--- src/rtl/sample_capture_writer_if.sv ---
// sample_capture_writer_if: the writer's control, ADC stream, RAM write port
// and status signals in one bundle.
// The slave modport is the writer; the master modport is its environment
// (front end, consumer and the RAM write side).
// The buffer-release pulse is named buf_release because "release" is a
// reserved word in SystemVerilog.
interface sample_capture_writer_if #(
  parameter int INPUT_WIDTH = 12,
  parameter int ADDR_WIDTH  = 15
);

  // Capture control and consumer handshake
  logic                   capture_start;
  logic                   buf_release;
  logic                   epoch_tick;

  // ADC I/Q sample stream
  logic                   adc_valid;
  logic [INPUT_WIDTH-1:0] adc_i;
  logic [INPUT_WIDTH-1:0] adc_q;

  // Sample RAM write port
  logic                   wr_en;
  logic [ADDR_WIDTH-1:0]  wr_addr;
  logic [INPUT_WIDTH-1:0] wr_x;
  logic [INPUT_WIDTH-1:0] wr_y;

  // Status
  logic                   busy;
  logic                   capture_done;
  logic [7:0]             ms_count;
  logic                   overrun;
  logic [15:0]            dropped;

  modport slave (
    input  capture_start, buf_release, epoch_tick,
    input  adc_valid, adc_i, adc_q,
    output wr_en, wr_addr, wr_x, wr_y,
    output busy, capture_done, ms_count, overrun, dropped
  );

  modport master (
    output capture_start, buf_release, epoch_tick,
    output adc_valid, adc_i, adc_q,
    input  wr_en, wr_addr, wr_x, wr_y,
    input  busy, capture_done, ms_count, overrun, dropped
  );

endinterface

--- src/rtl/sample_capture_writer.sv ---
// sample_capture_writer: writes one contiguous block of CAPTURE_MS ms of ADC
// I/Q samples into the sample RAM, then holds the block (capture_done) until
// the consumer releases it.
// Optional feature macro: CAPTURE_EPOCH_ALIGN_EN. When it is defined, ARM
// waits for epoch_tick, and the sample that arrives with the tick lands at
// address 0. This makes RAM millisecond boundaries coincide with front-end
// epochs.
module sample_capture_writer #(
  parameter int INPUT_WIDTH    = 12,
  parameter int ADDR_WIDTH     = 15,
  parameter int SAMPLES_PER_MS = 2000,
  parameter int CAPTURE_MS     = 10
) (
  input logic                     clk,
  input logic                     reset,
  sample_capture_writer_if.slave  bus
);

  localparam int DEPTH = SAMPLES_PER_MS * CAPTURE_MS;
  localparam int MS_W  = (SAMPLES_PER_MS > 1) ? $clog2(SAMPLES_PER_MS) : 1;

  localparam logic [ADDR_WIDTH-1:0] LAST_IDX = ADDR_WIDTH'(DEPTH - 1);
  localparam logic [MS_W-1:0]       MS_LAST  = MS_W'(SAMPLES_PER_MS - 1);

  // The block must fit in the RAM without wrapping
  if (DEPTH > (2 ** ADDR_WIDTH)) begin : g_depth_check
    $error("sample_capture_writer: DEPTH (%0d) exceeds 2**ADDR_WIDTH", DEPTH);
  end

  if ($bits(bus.wr_addr) != ADDR_WIDTH || $bits(bus.wr_x) != INPUT_WIDTH) begin : g_width_check
    $error("sample_capture_writer: interface widths do not match module parameters");
  end

  typedef enum logic [1:0] {
    IDLE,
    ARM,
    CAPTURE,
    FULL
  } state_t;

  state_t state;

  logic [ADDR_WIDTH-1:0]  write_idx;
  logic [MS_W-1:0]        ms_sample_cnt;

  logic                   wr_en_r;
  logic [ADDR_WIDTH-1:0]  wr_addr_r;
  logic [INPUT_WIDTH-1:0] wr_x_r;
  logic [INPUT_WIDTH-1:0] wr_y_r;
  logic                   busy_r;
  logic                   capture_done_r;
  logic [7:0]             ms_count_r;
  logic                   overrun_r;
  logic [15:0]            dropped_r;

  logic                   accept;
  logic [ADDR_WIDTH-1:0]  idx_cur;
  logic [MS_W-1:0]        ms_cnt_cur;
  logic [7:0]             ms_count_cur;

`ifndef CAPTURE_EPOCH_ALIGN_EN
  logic epoch_tick_unused;
  assign epoch_tick_unused = bus.epoch_tick;
`endif

  // Decide whether this cycle's sample is written; an ARM-cycle acceptance starts from a fresh block
  always_comb begin
    idx_cur      = write_idx;
    ms_cnt_cur   = ms_sample_cnt;
    ms_count_cur = ms_count_r;
    if (state == ARM) begin
      idx_cur      = '0;
      ms_cnt_cur   = '0;
      ms_count_cur = '0;
    end
`ifdef CAPTURE_EPOCH_ALIGN_EN
    accept = bus.adc_valid &&
             ((state == CAPTURE) || ((state == ARM) && bus.epoch_tick));
`else
    accept = bus.adc_valid && (state == CAPTURE);
`endif
  end

  // Capture FSM with registered RAM-port and status outputs
  always_ff @(posedge clk) begin
    if (reset) begin
      state          <= IDLE;
      write_idx      <= '0;
      ms_sample_cnt  <= '0;
      wr_en_r        <= 1'b0;
      wr_addr_r      <= '0;
      wr_x_r         <= '0;
      wr_y_r         <= '0;
      busy_r         <= 1'b0;
      capture_done_r <= 1'b0;
      ms_count_r     <= '0;
      overrun_r      <= 1'b0;
      dropped_r      <= '0;
    end else begin
      wr_en_r <= 1'b0;

      case (state)
        IDLE: begin
          if (bus.capture_start) begin
            state  <= ARM;
            busy_r <= 1'b1;
          end
        end

        ARM: begin
          write_idx     <= '0;
          ms_sample_cnt <= '0;
          wr_addr_r     <= '0;
          ms_count_r    <= '0;
          overrun_r     <= 1'b0;
          dropped_r     <= '0;
`ifdef CAPTURE_EPOCH_ALIGN_EN
          if (bus.epoch_tick) begin
            state <= CAPTURE;
          end
`else
          state <= CAPTURE;
`endif
        end

        CAPTURE: begin
        end

        FULL: begin
          if (bus.adc_valid) begin
            overrun_r <= 1'b1;
            if (dropped_r != 16'hFFFF) begin
              dropped_r <= dropped_r + 16'd1;
            end
          end
          if (bus.buf_release && bus.capture_start) begin
            state          <= ARM;
            capture_done_r <= 1'b0;
            busy_r         <= 1'b1;
          end else if (bus.buf_release) begin
            state          <= IDLE;
            capture_done_r <= 1'b0;
          end
        end

        default: begin
          state <= IDLE;
        end
      endcase

      if (accept) begin
        wr_en_r   <= 1'b1;
        wr_addr_r <= idx_cur;
        wr_x_r    <= bus.adc_i;
        wr_y_r    <= bus.adc_q;

        if (idx_cur == LAST_IDX) begin
          write_idx      <= idx_cur;
          capture_done_r <= 1'b1;
          busy_r         <= 1'b0;
          state          <= FULL;
        end else begin
          write_idx <= idx_cur + 1'b1;
        end

        if (ms_cnt_cur == MS_LAST) begin
          ms_sample_cnt <= '0;
          ms_count_r    <= ms_count_cur + 8'd1;
        end else begin
          ms_sample_cnt <= ms_cnt_cur + 1'b1;
          ms_count_r    <= ms_count_cur;
        end
      end
    end
  end

  assign bus.wr_en        = wr_en_r;
  assign bus.wr_addr      = wr_addr_r;
  assign bus.wr_x         = wr_x_r;
  assign bus.wr_y         = wr_y_r;
  assign bus.busy         = busy_r;
  assign bus.capture_done = capture_done_r;
  assign bus.ms_count     = ms_count_r;
  assign bus.overrun      = overrun_r;
  assign bus.dropped      = dropped_r;

endmodule

--- src/flat_wrapper.sv ---
// flat-port wrapper written by rule: the top's interface ports become plain ports
module sample_capture_writer_flat 
#(
  parameter int INPUT_WIDTH    = 12,
  parameter int ADDR_WIDTH     = 15,
  parameter int SAMPLES_PER_MS = 2000,
  parameter int CAPTURE_MS     = 10
)
  (clk, reset, bus_capture_start, bus_buf_release, bus_epoch_tick, bus_adc_valid, bus_adc_i, bus_adc_q, bus_wr_en, bus_wr_addr, bus_wr_x, bus_wr_y, bus_busy, bus_capture_done, bus_ms_count, bus_overrun, bus_dropped);
  sample_capture_writer_if #(.INPUT_WIDTH(INPUT_WIDTH), .ADDR_WIDTH(ADDR_WIDTH)) bus_i ();
  input logic clk;
  input logic reset;
  input wire logic [$bits(bus_i.capture_start)-1:0] bus_capture_start;
  input wire logic [$bits(bus_i.buf_release)-1:0] bus_buf_release;
  input wire logic [$bits(bus_i.epoch_tick)-1:0] bus_epoch_tick;
  input wire logic [$bits(bus_i.adc_valid)-1:0] bus_adc_valid;
  input wire logic [$bits(bus_i.adc_i)-1:0] bus_adc_i;
  input wire logic [$bits(bus_i.adc_q)-1:0] bus_adc_q;
  output wire logic [$bits(bus_i.wr_en)-1:0] bus_wr_en;
  output wire logic [$bits(bus_i.wr_addr)-1:0] bus_wr_addr;
  output wire logic [$bits(bus_i.wr_x)-1:0] bus_wr_x;
  output wire logic [$bits(bus_i.wr_y)-1:0] bus_wr_y;
  output wire logic [$bits(bus_i.busy)-1:0] bus_busy;
  output wire logic [$bits(bus_i.capture_done)-1:0] bus_capture_done;
  output wire logic [$bits(bus_i.ms_count)-1:0] bus_ms_count;
  output wire logic [$bits(bus_i.overrun)-1:0] bus_overrun;
  output wire logic [$bits(bus_i.dropped)-1:0] bus_dropped;
  assign bus_i.capture_start = bus_capture_start;
  assign bus_i.buf_release = bus_buf_release;
  assign bus_i.epoch_tick = bus_epoch_tick;
  assign bus_i.adc_valid = bus_adc_valid;
  assign bus_i.adc_i = bus_adc_i;
  assign bus_i.adc_q = bus_adc_q;
  assign bus_wr_en = bus_i.wr_en;
  assign bus_wr_addr = bus_i.wr_addr;
  assign bus_wr_x = bus_i.wr_x;
  assign bus_wr_y = bus_i.wr_y;
  assign bus_busy = bus_i.busy;
  assign bus_capture_done = bus_i.capture_done;
  assign bus_ms_count = bus_i.ms_count;
  assign bus_overrun = bus_i.overrun;
  assign bus_dropped = bus_i.dropped;
  sample_capture_writer #(.INPUT_WIDTH(INPUT_WIDTH), .ADDR_WIDTH(ADDR_WIDTH), .SAMPLES_PER_MS(SAMPLES_PER_MS), .CAPTURE_MS(CAPTURE_MS)) u_core (.clk(clk), .reset(reset), .bus(bus_i));
endmodule
--- config.mk ---
export PLATFORM = sky130hd
export DESIGN_NAME = sample_capture_writer_flat
export DESIGN_NICKNAME = d
export VERILOG_FILES = /design/src/rtl/sample_capture_writer_if.sv /design/src/rtl/sample_capture_writer.sv /design/src/flat_wrapper.sv
export SDC_FILE = /design/constraint.sdc
export NUM_CORES = 1
export LEC_CHECK = 0
export BUFFER_PORTS_ARGS = -buffer_cell sky130_fd_sc_hd__buf_2
export CORE_UTILIZATION = 55
export CTS_CLUSTER_SIZE = 8
export DETAILED_ROUTE_END_ITERATION = 10
export MAX_ROUTING_LAYER = met4
export PLACE_DENSITY_LB_ADDON = 0.08
export SYNTH_ARGS = -nofsm -noshare
export SYNTH_HDL_FRONTEND = slang
export SYNTH_SLANG_ARGS = --single-unit
--- constraint.sdc ---
create_clock -name clk -period 6.55 [get_ports clk]
set_clock_uncertainty 0.2 [all_clocks]
set_input_delay 1.31 -clock clk [delete_from_list [all_inputs] [get_ports clk]]
set_output_delay 1.31 -clock clk [all_outputs]
set_load 0.005 [all_outputs]
After elaboration in Yosys (flattened, before gate mapping)

Index checks and enable logic that the tools add are counted.

Register bits after elaboration: 95
Input bits: 30
Output and inout bits: 67
Word-level logic and storage cells: 64

$add $sub $neg: 4
Equality and inequality tests: 8
Mux-type cells: 33
Reduce and logical (&&, ||, !) cells: 7

Operators by type and width:

| operator                                                                 | count |
|---|---|
| 15-bit 2-to-1 mux                                                        | 5 |
| 11-bit 2-to-1 mux                                                        | 3 |
| 16-bit 2-to-1 mux                                                        | 2 |
| 16-bit one-hot mux with 2 select lines                                   | 1 |
| 8-bit 2-to-1 mux                                                         | 3 |
| 16-bit by 1-bit adder with 16-bit output (second input constant)         | 1 |
| 16-bit inequality test (second input constant)                           | 1 |
| 15-bit by 1-bit adder with 15-bit output (second input constant)         | 1 |
| 15-bit == test (second input constant)                                   | 1 |
| 11-bit by 1-bit adder with 11-bit output (second input constant)         | 1 |
| 11-bit == test (second input constant)                                   | 1 |
| 1-bit 2-to-1 mux                                                         | 11 |
| 2-bit 2-to-1 mux                                                         | 5 |
| 8-bit by 1-bit adder with 8-bit output (second input constant)           | 1 |
| 2-bit one-hot mux with 3 select lines                                    | 1 |
| 2-bit == test (second input constant)                                    | 2 |
| 1-bit one-hot mux with 2 select lines                                    | 2 |
| 2-bit nonzero test                                                       | 2 |
| 3-bit AND reduction                                                      | 1 |
| 2-bit by 1-bit == test with 1-bit output (second input constant)         | 1 |
| 1-bit logical AND                                                        | 2 |
| 2-bit logical NOT                                                        | 1 |
| 2-bit by 1-bit inequality test with 1-bit output (second input constant) | 1 |
| 2-bit inequality test (second input constant)                            | 1 |
| 2-bit AND reduction                                                      | 1 |

Depth between registers and ports, before layout

Depth in word-level cells: 5
Gate-level depth with buffers: 11
Mapped depth without buffers: 9

Least setup slack after synthesis

No wires, ideal clock.

Kind: input -> register
From: input bus_adc_valid
To: register u_core.dropped_r[15], in the netlist u_core.bus.dropped[15]
Library setup time: 0.128 ns
Arrival time: 2.393 ns
Required time: 6.222 ns
Path slack: 3.830 ns
Stages: 6
Buffers on the path: 1
Path through: buf_4 nand2_1 or4_4 nor3_2 mux2i_1 nor2_1

Cells in the longest elaborated chain, start to end: 2

Ends and longest elaborated chain:

| item                            | RTL line                     | source |
|---|---|---|
| start: declaration              | flat_wrapper.sv:16           | `input wire logic [$bits(bus_i.adc_valid)-1:0] bus_adc_valid;` |
| 2-bit inequality test (no line) | n/a                          |  |
| 3-bit AND reduction (no line)   | n/a                          |  |
| end signal: assignment          | sample_capture_writer.sv:133 | `dropped_r <= dropped_r + 16'd1;` |
| end: declaration                | sample_capture_writer.sv:54  | `logic [15:0] dropped_r;` |

No other way between the ends.
A chain may end at the register's enable or synchronous reset.

Final worst setup path

From: input bus_adc_valid
To: register u_core.write_idx[5]

Cells in the longest elaborated chain, start to end: 2

Ends and longest elaborated chain:

| item                   | RTL line                     | source |
|---|---|---|
| 1-bit logical AND      | sample_capture_writer.sv:80  | `accept = bus.adc_valid && (state == CAPTURE);` |
| 15-bit 2-to-1 mux      | sample_capture_writer.sv:151 | `if (accept) begin` |
| end signal: assignment | sample_capture_writer.sv:158 | `write_idx <= idx_cur;` |
| end signal: assignment | sample_capture_writer.sv:163 | `write_idx <= idx_cur + 1'b1;` |
| end: declaration       | sample_capture_writer.sv:43  | `logic [ADDR_WIDTH-1:0] write_idx;` |

No other way between the ends.

==> flow_summary_export.csv <==
group,metric,value,unit
outcome,run_status,"completed",
floorplan,initial_utilization,57.5,%
final_layout,nNetsFinal,623,
job,drv_cap,0,
worst_setup_path,critical_path.max_stage_delay,0.50,ns
power,vdd.ir_drop.worst,120,uV
power,static_leakage_power,2.02,nW
sta,worst_slew_margin_rel,37.8,%
cts,clockRootBuffer,"clkbuf_8",
worst_setup_path,cp_max_fo,44,
global_routing,grt.total_usage,24.2,%
placement,hpwl,6010,um
global_routing,largest_net_degree_at_the_start_of_global_routing,51,
worst_hold_path,min_to,"u_core.bus.wr_x[6]",
worst_hold_path,min-delay-start,"u_core.bus.wr_x[6]",
sta,grt_setup_unrepaired,"no",
cts,cts-buffers-inserted,9,
sta,fin_tns_setup,0,ns
sta,actual_transition_at_the_worst_max_transition_pin,0.933,ns
sta,hold_viol_final,0,
yosys,synth_edf_count,0,
sta,setup_viol_count_final,0,
yosys,yosys-top-cells-area,"dfxtp_1 45%, nand2_1 9.5%, a21oi_1 6.2%",
global_routing,grt_pass1_wl,14600,um
yosys,synth_cell_type_count,57,
power,design_power_total,1.08,mW
final_layout,antenna_cells_inserted,0,
floorplan,fp.dieArea,8010,um2
cts,post_cts_resized,0,
worst_setup_path,cells_along_the_critical_path,"buf_2, nand2_2, nor2_1, nand4_1, or3_1, a21oi_1",
final_layout,drive_above_1_share,22.4,%
cts,cts_htree_levels,3,
yosys,ys_seq_area_share,45.1,%
placement,gpl.final_weighted_congestion,0.782,
sta,max_clock_freq,333,MHz
yosys,ys.flop_type,"dfxtp_1",
placement,numPortBuffers,95,
yosys,synthTopCellsByCount,"107 x nand2_1, 95 x dfxtp_1, 52 x a21oi_1, 46 x nor2_1, 17 x xnor2_1",
yosys,synth_largest_area_cell,"dfxtp_1",
final_layout,fillers,661,
floorplan,row_count,31,
drt,drc_errors,0,
floorplan,design.core.area,7330,um2
worst_setup_path,ff2ff_path_depth,8,
cts,worst_setup_hold_path_clk_slew,0.10,ns
worst_setup_path,arrival_time_of_data_at_the_critical_path_endpoint,3.10,ns
global_routing,number_of_global_route_vias_before_repair,3328,
sta,timing_max_transition_violations_final,0,
yosys,syn_area,4210,um2
worst_setup_path,regToRegEndpoint,"u_core.ms_sample_cnt[0]",
worst_setup_path,reg2reg_setup_slack,3.77,ns
cts,insertion_delay,0.36,ns
worst_hold_path,whs_path_depth,2,
yosys,synth_instances,502,
yosys,synth_largest_type_area_fraction,45.1,%
yosys,ys_async_sr_fraction,0,%
drt,drtIter0Drc,162,
final_layout,final_cells,689,
sta,final_min_period_over_clock_period,45.8,%
worst_setup_path,data_required_time_of_the_critical_path,6.64,ns
final_layout,synthToLayoutAreaGrowth,16.5,%
sta,fin_crit_period,3.00,ns
yosys,cell_with_the_most_instances_after_synthesis,"nand2_1",
yosys,ys_ff_latch,95,
global_routing,grt_overflow_total,0,
worst_setup_path,setup.worst_path.end_class,"register",
drt,detail_route.first_pass.iterations,4,
placement,placed_cells_incl_taps,673,
cts,clkSinkCount,95,
worst_setup_path,worst-setup-path-type,"in2reg",
floorplan,fp.dieW,89.5,um
floorplan,die_h,89.5,um
worst_setup_path,worstSetupStartpointType,"input pin",
worst_hold_path,min-delay-path-class,"reg2reg",
yosys,synth_area_per_cell,8.39,um2
cts,clk_path_buf_depth,2,
drt,finalWirelength,8850,um
power,cellPowerDensity,220,nW/um2
drt,wl_per_cell,12.8,um
drt,antenna_left,0,
drt,dr_total_vias,3648,
floorplan,num_io_pins,97,
cts,tritoncts,"built",
drt,drt-vias-per-instance,5.29,
yosys,ys_warn_count,0,
global_routing,grt_antenna_before_repair,0,
worst_setup_path,cpMaxStageDelayCell,"nand2_2",
cts,cts.repair_timing.setup_buffer_count,0,
yosys,syn_nets,540,
worst_setup_path,regToRegStartpoint,"u_core.state[1]",
cts,hold_bufs_inserted_after_cts,0,
-- per-layer routing --
| metal | vias to the layer above | part of all wire [%] | track usage, % |
|---|---|---|---|
| li1 | 1872 | - | - |
| met1 | 1704 | 47 | 28.9 |
| met2 | 62 | 48 | 39.7 |
| met3 | 10 | 3.3 | 4.89 |
| met4 | 0 | 1.3 | 9.96 |
| met5 | - | 0 | - |
-- where the power goes --
part | switching, mW | internal, mW | leakage, nW
logic | 0.0722 | 0.0405 | 1.16
clock network | 0.216 | 0.153 | 0.0870
registers | 0.00719 | 0.588 | 0.766
-- registers in the layout, summed over array words and instances, names as in the netlist --
signal	cells
u_core.bus.busy	1
u_core.bus.capture_done	1
u_core.bus.dropped	16
u_core.bus.ms_count	8
u_core.bus.overrun	1
u_core.bus.wr_addr	15
u_core.bus.wr_en	1
u_core.bus.wr_x	12
u_core.bus.wr_y	12
u_core.ms_sample_cnt	11
u_core.state	2
u_core.write_idx	15
-- final cells by class --
cell class | count | area [um2] | share of cell area (%)
clock buffer | 10 | 138 | 2.80
clock inverter | 6 | 51.3 | 1.05
inverter | 6 | 22.5 | 0.459
multi-input combinational | 376 | 2180 | 44.4
sequential | 95 | 1900 | 38.7
tap | 99 | 124 | 2.52
timing repair buffer | 97 | 490 | 9.99
-- stage by stage --
step | utilization (%) | setup WS, ns | hold slack (ns) | cell area, um2
3_3_place_gp | 64.4 | 3.20 | 0.239 | 4720
6_report | 67.0 | 3.55 | 0.256 | 4910
2_1_floorplan | - | 3.83 | 0.245 | 4210
4_1_cts | 67.0 | 3.52 | 0.258 | 4910
5_1_grt | 67.0 | 3.37 | 0.268 | 4910
3_5_place_dp | 64.4 | 3.14 | 0.243 | 4720
-- layout by cell type, fill, tap and decap left out, types with 3 or more instances in the layout --
cell type,n
nand4_1,8
nor2b_1,10
nor3_2,4
buf_2,95
o2111ai_1,3
and3_1,9
nand2b_1,11
xnor2_1,17
o21ai_0,4
nor3_1,8
a21oi_1,52
a211oi_1,3
mux2i_1,3
clkbuf_8,10
nor2_1,46
o211ai_1,4
nand3_1,14
xor2_1,16
or3_1,3
dfxtp_1,95
inv_1,6
ha_1,8
clkinvlp_4,3
nand2_1,107
-- critical path: cells and delay by family --
kind | cells | cell delay [ns]
buffers and inverters | 1 | 0.20
AND/OR/NAND/NOR | 4 | 1.45
AO/OA/AOI/OAI | 1 | 0.14
-- kinds of logic (layout without fill, tap and decap cells) --
family	Yosys count	in the layout	synth area share (%)
AO/OA/AOI/OAI	81	81	11.3
XOR/XNOR	33	33	6.86
adder cells (fa/ha/maj)	8	8	2.38
buffers and inverters	31	119	3.09
flip-flops	95	95	45.1
multiplexers	3	3	0.713
AND/OR/NAND/NOR	251	251	30.6
-- worst max-delay path by stage --
stage / start / end / cells after the start
after global routing: bus_adc_valid / u_core.write_idx[5] / 6
after floorplan: bus_adc_valid / u_core.bus.dropped[15] / 6
after global placement: bus_adc_valid / u_core.write_idx[5] / 6
after detailed placement: bus_adc_valid / u_core.write_idx[5] / 6
after CTS: bus_adc_valid / u_core.write_idx[5] / 6
final: bus_adc_valid / u_core.write_idx[5] / 6
(Power assumes the default switching activity.)
